$ cat src/rtl/pulse_gate.sv
// NMR transmit pulse-sequence gate: passes amplitude-scaled DDS sin/cos only
// inside programmed RF pulse windows and forces zero elsewhere.
module pulse_gate #(
    parameter int DW = 16,
    parameter int CW = 32
) (
    input  logic          clk,
    input  logic          rst_n,
    input  logic          start,
    input  logic          abort,
    input  logic [CW-1:0] pulse_len,
    input  logic [CW-1:0] delay_len,
    input  logic [15:0]   n_pulses,
    input  logic [15:0]   amp,
    input  logic [DW-1:0] sin_in,
    input  logic [DW-1:0] cos_in,
    input  logic          input_val,
    output logic [DW-1:0] sin_out,
    output logic [DW-1:0] cos_out,
    output logic          val,
    output logic          tx_gate,
    output logic          busy,
    output logic          done
);

    typedef enum logic [1:0] {
        IDLE  = 2'd0,
        PULSE = 2'd1,
        DELAY = 2'd2
    } state_t;

    localparam logic [CW-1:0] CW_ZERO = {CW{1'b0}};
    localparam logic [CW-1:0] CW_ONE  = {{(CW-1){1'b0}}, 1'b1};

    state_t        state_r, state_s;
    logic [CW-1:0] cnt_r, cnt_s;
    logic [CW-1:0] plen_r, plen_s;
    logic [CW-1:0] dlen_r, dlen_s;
    logic [15:0]   left_r, left_s;
    logic [15:0]   amp_r, amp_s;
    logic          done_s;

    logic signed [DW+16:0] sin_ext_s, cos_ext_s, amp_ext_s;
    logic signed [DW+16:0] sin_prod_s, cos_prod_s;
    logic [DW-1:0]         sin_scaled_s, cos_scaled_s;

    logic [DW-1:0] s1_sin_r, s1_cos_r;
    logic          s1_val_r, s1_gate_r;

    // Sequencer state and latched sequence parameters.
    always_ff @(posedge clk or negedge rst_n) begin
        if (!rst_n) begin
            state_r <= IDLE;
            cnt_r   <= CW_ZERO;
            left_r  <= 16'd0;
            plen_r  <= CW_ZERO;
            dlen_r  <= CW_ZERO;
            amp_r   <= 16'd0;
            done    <= 1'b0;
        end else begin
            state_r <= state_s;
            cnt_r   <= cnt_s;
            left_r  <= left_s;
            plen_r  <= plen_s;
            dlen_r  <= dlen_s;
            amp_r   <= amp_s;
            done    <= done_s;
        end
    end

    // Next-state logic; abort overrides every transition and never raises done.
    always_comb begin
        state_s = state_r;
        cnt_s   = cnt_r;
        left_s  = left_r;
        plen_s  = plen_r;
        dlen_s  = dlen_r;
        amp_s   = amp_r;
        done_s  = 1'b0;
        if (abort) begin
            state_s = IDLE;
            cnt_s   = CW_ZERO;
            left_s  = 16'd0;
        end else begin
            case (state_r)
                IDLE: begin
                    if (start) begin
                        plen_s = pulse_len;
                        dlen_s = delay_len;
                        amp_s  = amp;
                        if ((n_pulses == 16'd0) || (pulse_len == CW_ZERO)) begin
                            done_s = 1'b1;
                        end else begin
                            state_s = PULSE;
                            cnt_s   = pulse_len - CW_ONE;
                            left_s  = n_pulses;
                        end
                    end else begin
                        state_s = IDLE;
                    end
                end
                PULSE: begin
                    if (cnt_r != CW_ZERO) begin
                        cnt_s = cnt_r - CW_ONE;
                    end else if (left_r == 16'd1) begin
                        state_s = IDLE;
                        left_s  = 16'd0;
                        done_s  = 1'b1;
                    end else if (dlen_r != CW_ZERO) begin
                        state_s = DELAY;
                        cnt_s   = dlen_r - CW_ONE;
                        left_s  = left_r - 16'd1;
                    end else begin
                        cnt_s  = plen_r - CW_ONE;
                        left_s = left_r - 16'd1;
                    end
                end
                DELAY: begin
                    if (cnt_r != CW_ZERO) begin
                        cnt_s = cnt_r - CW_ONE;
                    end else begin
                        state_s = PULSE;
                        cnt_s   = plen_r - CW_ONE;
                    end
                end
                default: begin
                    state_s = IDLE;
                    cnt_s   = CW_ZERO;
                    left_s  = 16'd0;
                end
            endcase
        end
    end

    // amp is unsigned, so it is zero-extended; the product always fits DW+17 bits.
    assign sin_ext_s    = {{17{sin_in[DW-1]}}, sin_in};
    assign cos_ext_s    = {{17{cos_in[DW-1]}}, cos_in};
    assign amp_ext_s    = {{(DW+1){1'b0}}, amp_r};
    assign sin_prod_s   = sin_ext_s * amp_ext_s;
    assign cos_prod_s   = cos_ext_s * amp_ext_s;
    assign sin_scaled_s = DW'(sin_prod_s >>> 5'd16);
    assign cos_scaled_s = DW'(cos_prod_s >>> 5'd16);

    // Stage 1: register the scaled product with the gate decision of the presenting cycle.
    always_ff @(posedge clk or negedge rst_n) begin
        if (!rst_n) begin
            s1_sin_r  <= {DW{1'b0}};
            s1_cos_r  <= {DW{1'b0}};
            s1_val_r  <= 1'b0;
            s1_gate_r <= 1'b0;
        end else begin
            s1_val_r  <= input_val;
            s1_gate_r <= (state_r == PULSE);
            s1_sin_r  <= (state_r == PULSE) ? sin_scaled_s : {DW{1'b0}};
            s1_cos_r  <= (state_r == PULSE) ? cos_scaled_s : {DW{1'b0}};
        end
    end

    // Stage 2: output register, keeps data, val and tx_gate aligned.
    always_ff @(posedge clk or negedge rst_n) begin
        if (!rst_n) begin
            sin_out <= {DW{1'b0}};
            cos_out <= {DW{1'b0}};
            val     <= 1'b0;
            tx_gate <= 1'b0;
        end else begin
            sin_out <= s1_sin_r;
            cos_out <= s1_cos_r;
            val     <= s1_val_r;
            tx_gate <= s1_gate_r;
        end
    end

    assign busy = (state_r != IDLE);

endmodule

$ cat config.mk
export PLATFORM = sky130hd
export DESIGN_NAME = pulse_gate
export DESIGN_NICKNAME = d
export VERILOG_FILES = /design/src/rtl/pulse_gate.sv
export SDC_FILE = /design/constraint.sdc
export NUM_CORES = 2
export LEC_CHECK = 0
export BUFFER_PORTS_ARGS = -buffer_cell sky130_fd_sc_hd__buf_4
export CORE_MARGIN = 2
export CORE_UTILIZATION = 50
export DETAILED_ROUTE_END_ITERATION = 7
export PLACE_DENSITY = 0.75
export SYNTH_ARGS = -nofsm -noshare
export SYNTH_HDL_FRONTEND = slang
export SYNTH_SLANG_ARGS = --single-unit
$ cat constraint.sdc
create_clock -name clk -period 15.2 [get_ports clk]
set_clock_uncertainty 0.2 [all_clocks]
set_input_delay 3.04 -clock clk [delete_from_list [all_inputs] [get_ports clk]]
set_output_delay 3.04 -clock clk [all_outputs]
set_load 0.03 [all_outputs]
After elaboration in Yosys (flattened, before gate mapping)
Index checks and enable logic that the tools add are counted.
- magnitude comparators: 0
- shift operators: 0
- equal/unequal tests: 11
- div/mod/pow operators: 0
- multiply operators: 2
- bitwise operators: 1
- mux-type cells: 30
- add/sub/neg operators: 5
- reduce and logical (&&, ||, !) cells: 11
- operator list (operator ; count):
    $mux 32 ; 7
    $sub 32x1->32 const B ; 4
    $mux 16 ; 7
    $pmux 32 s3 ; 1
    $mul 16x17->32 ; 2
    $reduce_bool 32->1 ; 2
    $pmux 16 s3 ; 1
    $logic_not 32->1 ; 1
    $eq 16x1->1 const B ; 1
    $logic_not 16->1 ; 1
    $sub 16x1->16 const B ; 1
    $mux 2 ; 7
    $ne 3x3->1 const B ; 4
    $ne 4x4->1 const B ; 3
    $reduce_and 4->1 ; 2
    $pmux 2 s3 ; 1
    $reduce_and 3->1 ; 2
    $mux 1 ; 5
    $eq 2x1->1 const B ; 1
    $eq 2x2->1 const B ; 1
    $logic_not 2->1 ; 1
    $ne 2x2->1 const B ; 1
    $pmux 1 s2 ; 1
    $reduce_bool 2->1 ; 1
    other kinds (2) ; 2
- bits in registers: 199
- bits in writable memories: 0
- memories kept: 0
- bits in read-only memories: 0
- output and inout bits: 36
- input port bits: 133
- word-level logic and storage cells: 75
- latch bits: 0

Longest topological paths before layout
- depth in word-level cells: 6
- mapped depth: 23
- mapped depth without buffers: 21

Worst setup path before layout
No wires, ideal clock.
- path kind: input to register
- start: in cos_in[1]
- end: reg s1_cos_r[14]
- setup time: 0.128 ns
- arrival: 8.420 ns
- slack: 6.452 ns
- required time: 14.872 ns
- cell stages on the path: 20
- buffers on the path: 1
- cell sequence: clkbuf_1 > nand2_1 > fa_1 > fa_1 > fa_1 > fa_1 > inv_1 > fa_1 > inv_1 > fa_1 > inv_1 > ha_1 > nand2_1 > a211oi_1 > a2111oi_0 > a211o_1 > o2111a_1 > nor2_1 > a41oi_1 > mux2i_1
- word-level cells in the longest chain between the ends: 2
- RTL lines (what ; line ; source):
    start, declared ; 16 ; input logic [DW-1:0] cos_in,
    $mul 16x17->32 ; 140 ; assign cos_prod_s = cos_ext_s * amp_ext_s;
    $mux 16 ; 155 ; s1_cos_r <= (state_r == PULSE) ? cos_scaled_s : {DW{1'b0}};
    end signal, assigned ; 148 ; s1_cos_r <= {DW{1'b0}};
    end signal, assigned ; 155 ;
    end, declared ; 47 ; logic [DW-1:0] s1_sin_r, s1_cos_r;
Every way passes these cells.
A chain may end at the register's enable or synchronous reset.

Worst setup path in the final report
- start: in cos_in[10]
- end: reg s1_cos_r[14]
The elaborated chain is that of the path after synthesis.

==> impl_results.md <==
- Max frequency: 0.113 GHz
- Syn. warnings: 0
- Post-synthesis adder-cell area fraction: 39.8%
- Total GRT Usage: 26.4%
- Vias in the first global route: 22200
- Share of Yosys cell area claimed by the top area cell type: 28.8%
- Gate Count Post-Synth: 2897
- Arrival @ worst endpoint: 9.05 ns
- Syn Area/Cell: 9.27 µm²
- First-pass GRT wire length: 117000 µm
- Chip width: 236 µm
- Relative slew slack: 17.2%
- Post-DP HPWL: 53500 µm
- Required time of the critical path: 15.41 ns
- Most frequent CP cell: fa_1
- Minimum clock period: 8.84 ns
- Most instantiated cells after synthesis: inv_1, fa_1, nand2_1
- Drt pass-1 iters: 6
- Wire per inst: 19.1 µm
- Port Buffers: 168
- # DRC: 0
- Grt ovf: 0
- Post-Synth Simple-Gate Area: 17.6%
- Final Max Slew Viols: 0
- Synth unique cells: 76
- Crit-path max FO: 16
- Number of H-tree levels: 4
- Initial antenna violation count: 3
- CTS Buf Count: 17
- Setup Fix Bufs, Post-CTS: 0
- Skew-Pair Late Insertion Delay: 0.50 ns
- Area leader, netlist: fa_1
- Top-count cell post-synth: inv_1
- TritonCTS clock tree: yes
- Final ANT Viol Nets: 0
- Multiplexer area fraction after synthesis: 3.39%
- Hold Crit Class: reg2reg
- DR vias/cell: 5.70
- Starting Density: 50.8%
- Post-synthesis sequential area ratio: 18.5%
- Slowest stage delay, CP: 0.61 ns
- Share of layout cells above drive strength 1: 11.1%
- Synth Area in XOR/XNOR: 4.47%
- Vias: 21000
- CTS clk-pin slew, worst paths: 0.09 ns
- Final Wtd Congestion: 0.915
- Worst Path Buf+Inv: 5
- Post-synth EDFFs: 0
- Wirelength, routed: 70600 µm
- DRT iter0 DRCs: 1870
- CTS Buffer Depth: 2
- Seq. cell area: 0.00498 mm²
- Die height: 236 µm
- Setup CP Type: in2reg
- CP max-delay cell: a2111oi_0
- # IOs: 169
- Number of synthesized register bits: 199
- Delay-heaviest family, CP: adder cells
- Worst path cell trace: buf_4 -> and2_1 -> fa_1 -> inv_1 -> fa_1 -> inv_1 -> fa_1 -> fa_1 -> fa_1 -> inv_1 -> fa_1 -> inv_1 -> ha_1 -> a21oi_1 -> o21ai_0 -> a2111oi_0 -> a211o_1 -> o2111a_1 -> nor2_1 -> a41oi_1 -> mux2i_1
- Post-synthesis compound-gate area fraction: 7.45%
- Critical path capture point type: flop
- Pin count of the biggest net entering global routing: 85
- CTS root buf: clkbuf_16
- Combinational family with the most area after synthesis: adder cells
- # fillers: 4627
- Largest cells by area after synthesis: fa_1, dfrtp_1, ha_1
- Multi-input gate area: 0.0195 mm²
- Mapped cell area: 0.0269 mm²
- Status: complete, no violations
- Post_cts resized: 0
- Final Hold Viols: 0
- Startpoint Class: input pin
- Synth-to-Final Area Change: 9.33%
- Max Cap Viol: 0
- Final period utilization: 58.2%
- Clk sinks: 199
- Core ar.: 0.0529 mm²
- Nets: 3741
- Hold Buf Count CTS: 0
- Worst-margin pin slew: 1.24 ns
- DIE AREA: 0.0556 mm²
- Rows: 84
- Setup TNS: 0 ns
- # setup viols final: 0
- Syn Nets: 3652
- Leading register cell type out of synthesis: dfrtp_1
- RSZ-0062 raised after global routing: no
- Asr flop ratio synth: 100%
[kinds of logic after synthesis]
family | Yosys count
fa+ha+maj | 622
flops | 199
mux | 81
buf+inv | 620
xor+xnor | 137
simple gates | 931
compound gates | 307
[path summary, 6_finish.rpt]
kind                        startpoint            to  slack [ns]  depth (start not counted)
hold reg to reg            s1_sin_r[6]    sin_out[6]        0.15                          0
min in group asynchronous        rst_n       tx_gate        2.27                          1
hold / removal             s1_sin_r[6]    sin_out[6]        0.15                          0
setup reg to reg              amp_r[7]  s1_cos_r[14]        8.11                         22
setup / recovery            cos_in[10]  s1_cos_r[14]        6.36                         21
max in group asynchronous        rst_n     cnt_r[18]       11.21                          2
[flip-flops by register name (all words and copies together) (netlist names), 16 cells and up]
signal    cells
amp_r        16
dlen_r       32
cos_out      16
sin_out      16
s1_cos_r     16
s1_sin_r     16
cnt_r        32
left_r       16
plen_r       32
[metal layers]
layer / GRT usage (%) / vias to the layer above / share of wire (%)
li1: - / 9405 / -
met1: 35.7 / 10500 / 41
met2: 42.9 / 1007 / 47
met3: 4.13 / 148 / 8.4
met4: 9.98 / 0 / 3.0
met5: 0 / - / 0
[through the flow]
step | instance area [µm²] | hold WS (ns) | worst slack [ns] | std cells | utilization [%]
detailed placement | 28700 | 0.135 | 5.89 | 3655 | 54.3
global route | 29400 | 0.156 | 6.15 | 3690 | 55.5
CTS | 29400 | 0.153 | 6.44 | 3687 | 55.5
floorplan | 26900 | 0.131 | 6.45 | 2897 | -
global placement | 28700 | 0.138 | 6.17 | 3655 | 54.3
finish | 29400 | 0.152 | 6.36 | 3690 | 55.5
[layout make-up]
type / instances / area share [%]
clock inverter: 15 / 0.793
sequential: 199 / 17.0
tap: 688 / 2.93
inverter: 496 / 6.34
timing repair buffer: 194 / 4.99
multi-input combinational: 2078 / 66.5
clock buffer: 17 / 1.45
antenna: 3 / 0.0256
[layout by cell type, fill, tap and decap left out, types with 10 or more instances in the layout]
cell / instances
fa_1: 386
mux2_2: 77
o21ai_1: 32
nand2_1: 346
or3_1: 19
nand2b_1: 24
inv_1: 494
a22oi_1: 33
nor2_1: 112
dfrtp_1: 199
a31oi_1: 14
a211oi_1: 10
xor2_1: 62
nand4_1: 16
o21ai_0: 36
nor4_1: 30
or4_1: 17
o31ai_1: 12
xnor2_1: 75
a21oi_1: 69
and2_1: 227
nor3_1: 61
o211ai_1: 13
o22ai_1: 16
a21o_1: 20
buf_4: 193
clkbuf_16: 17
ha_1: 236
nand3_1: 23
Power is not shown: default switching activity piles up to over one toggle a cycle in this logic, so the estimate is an artifact.
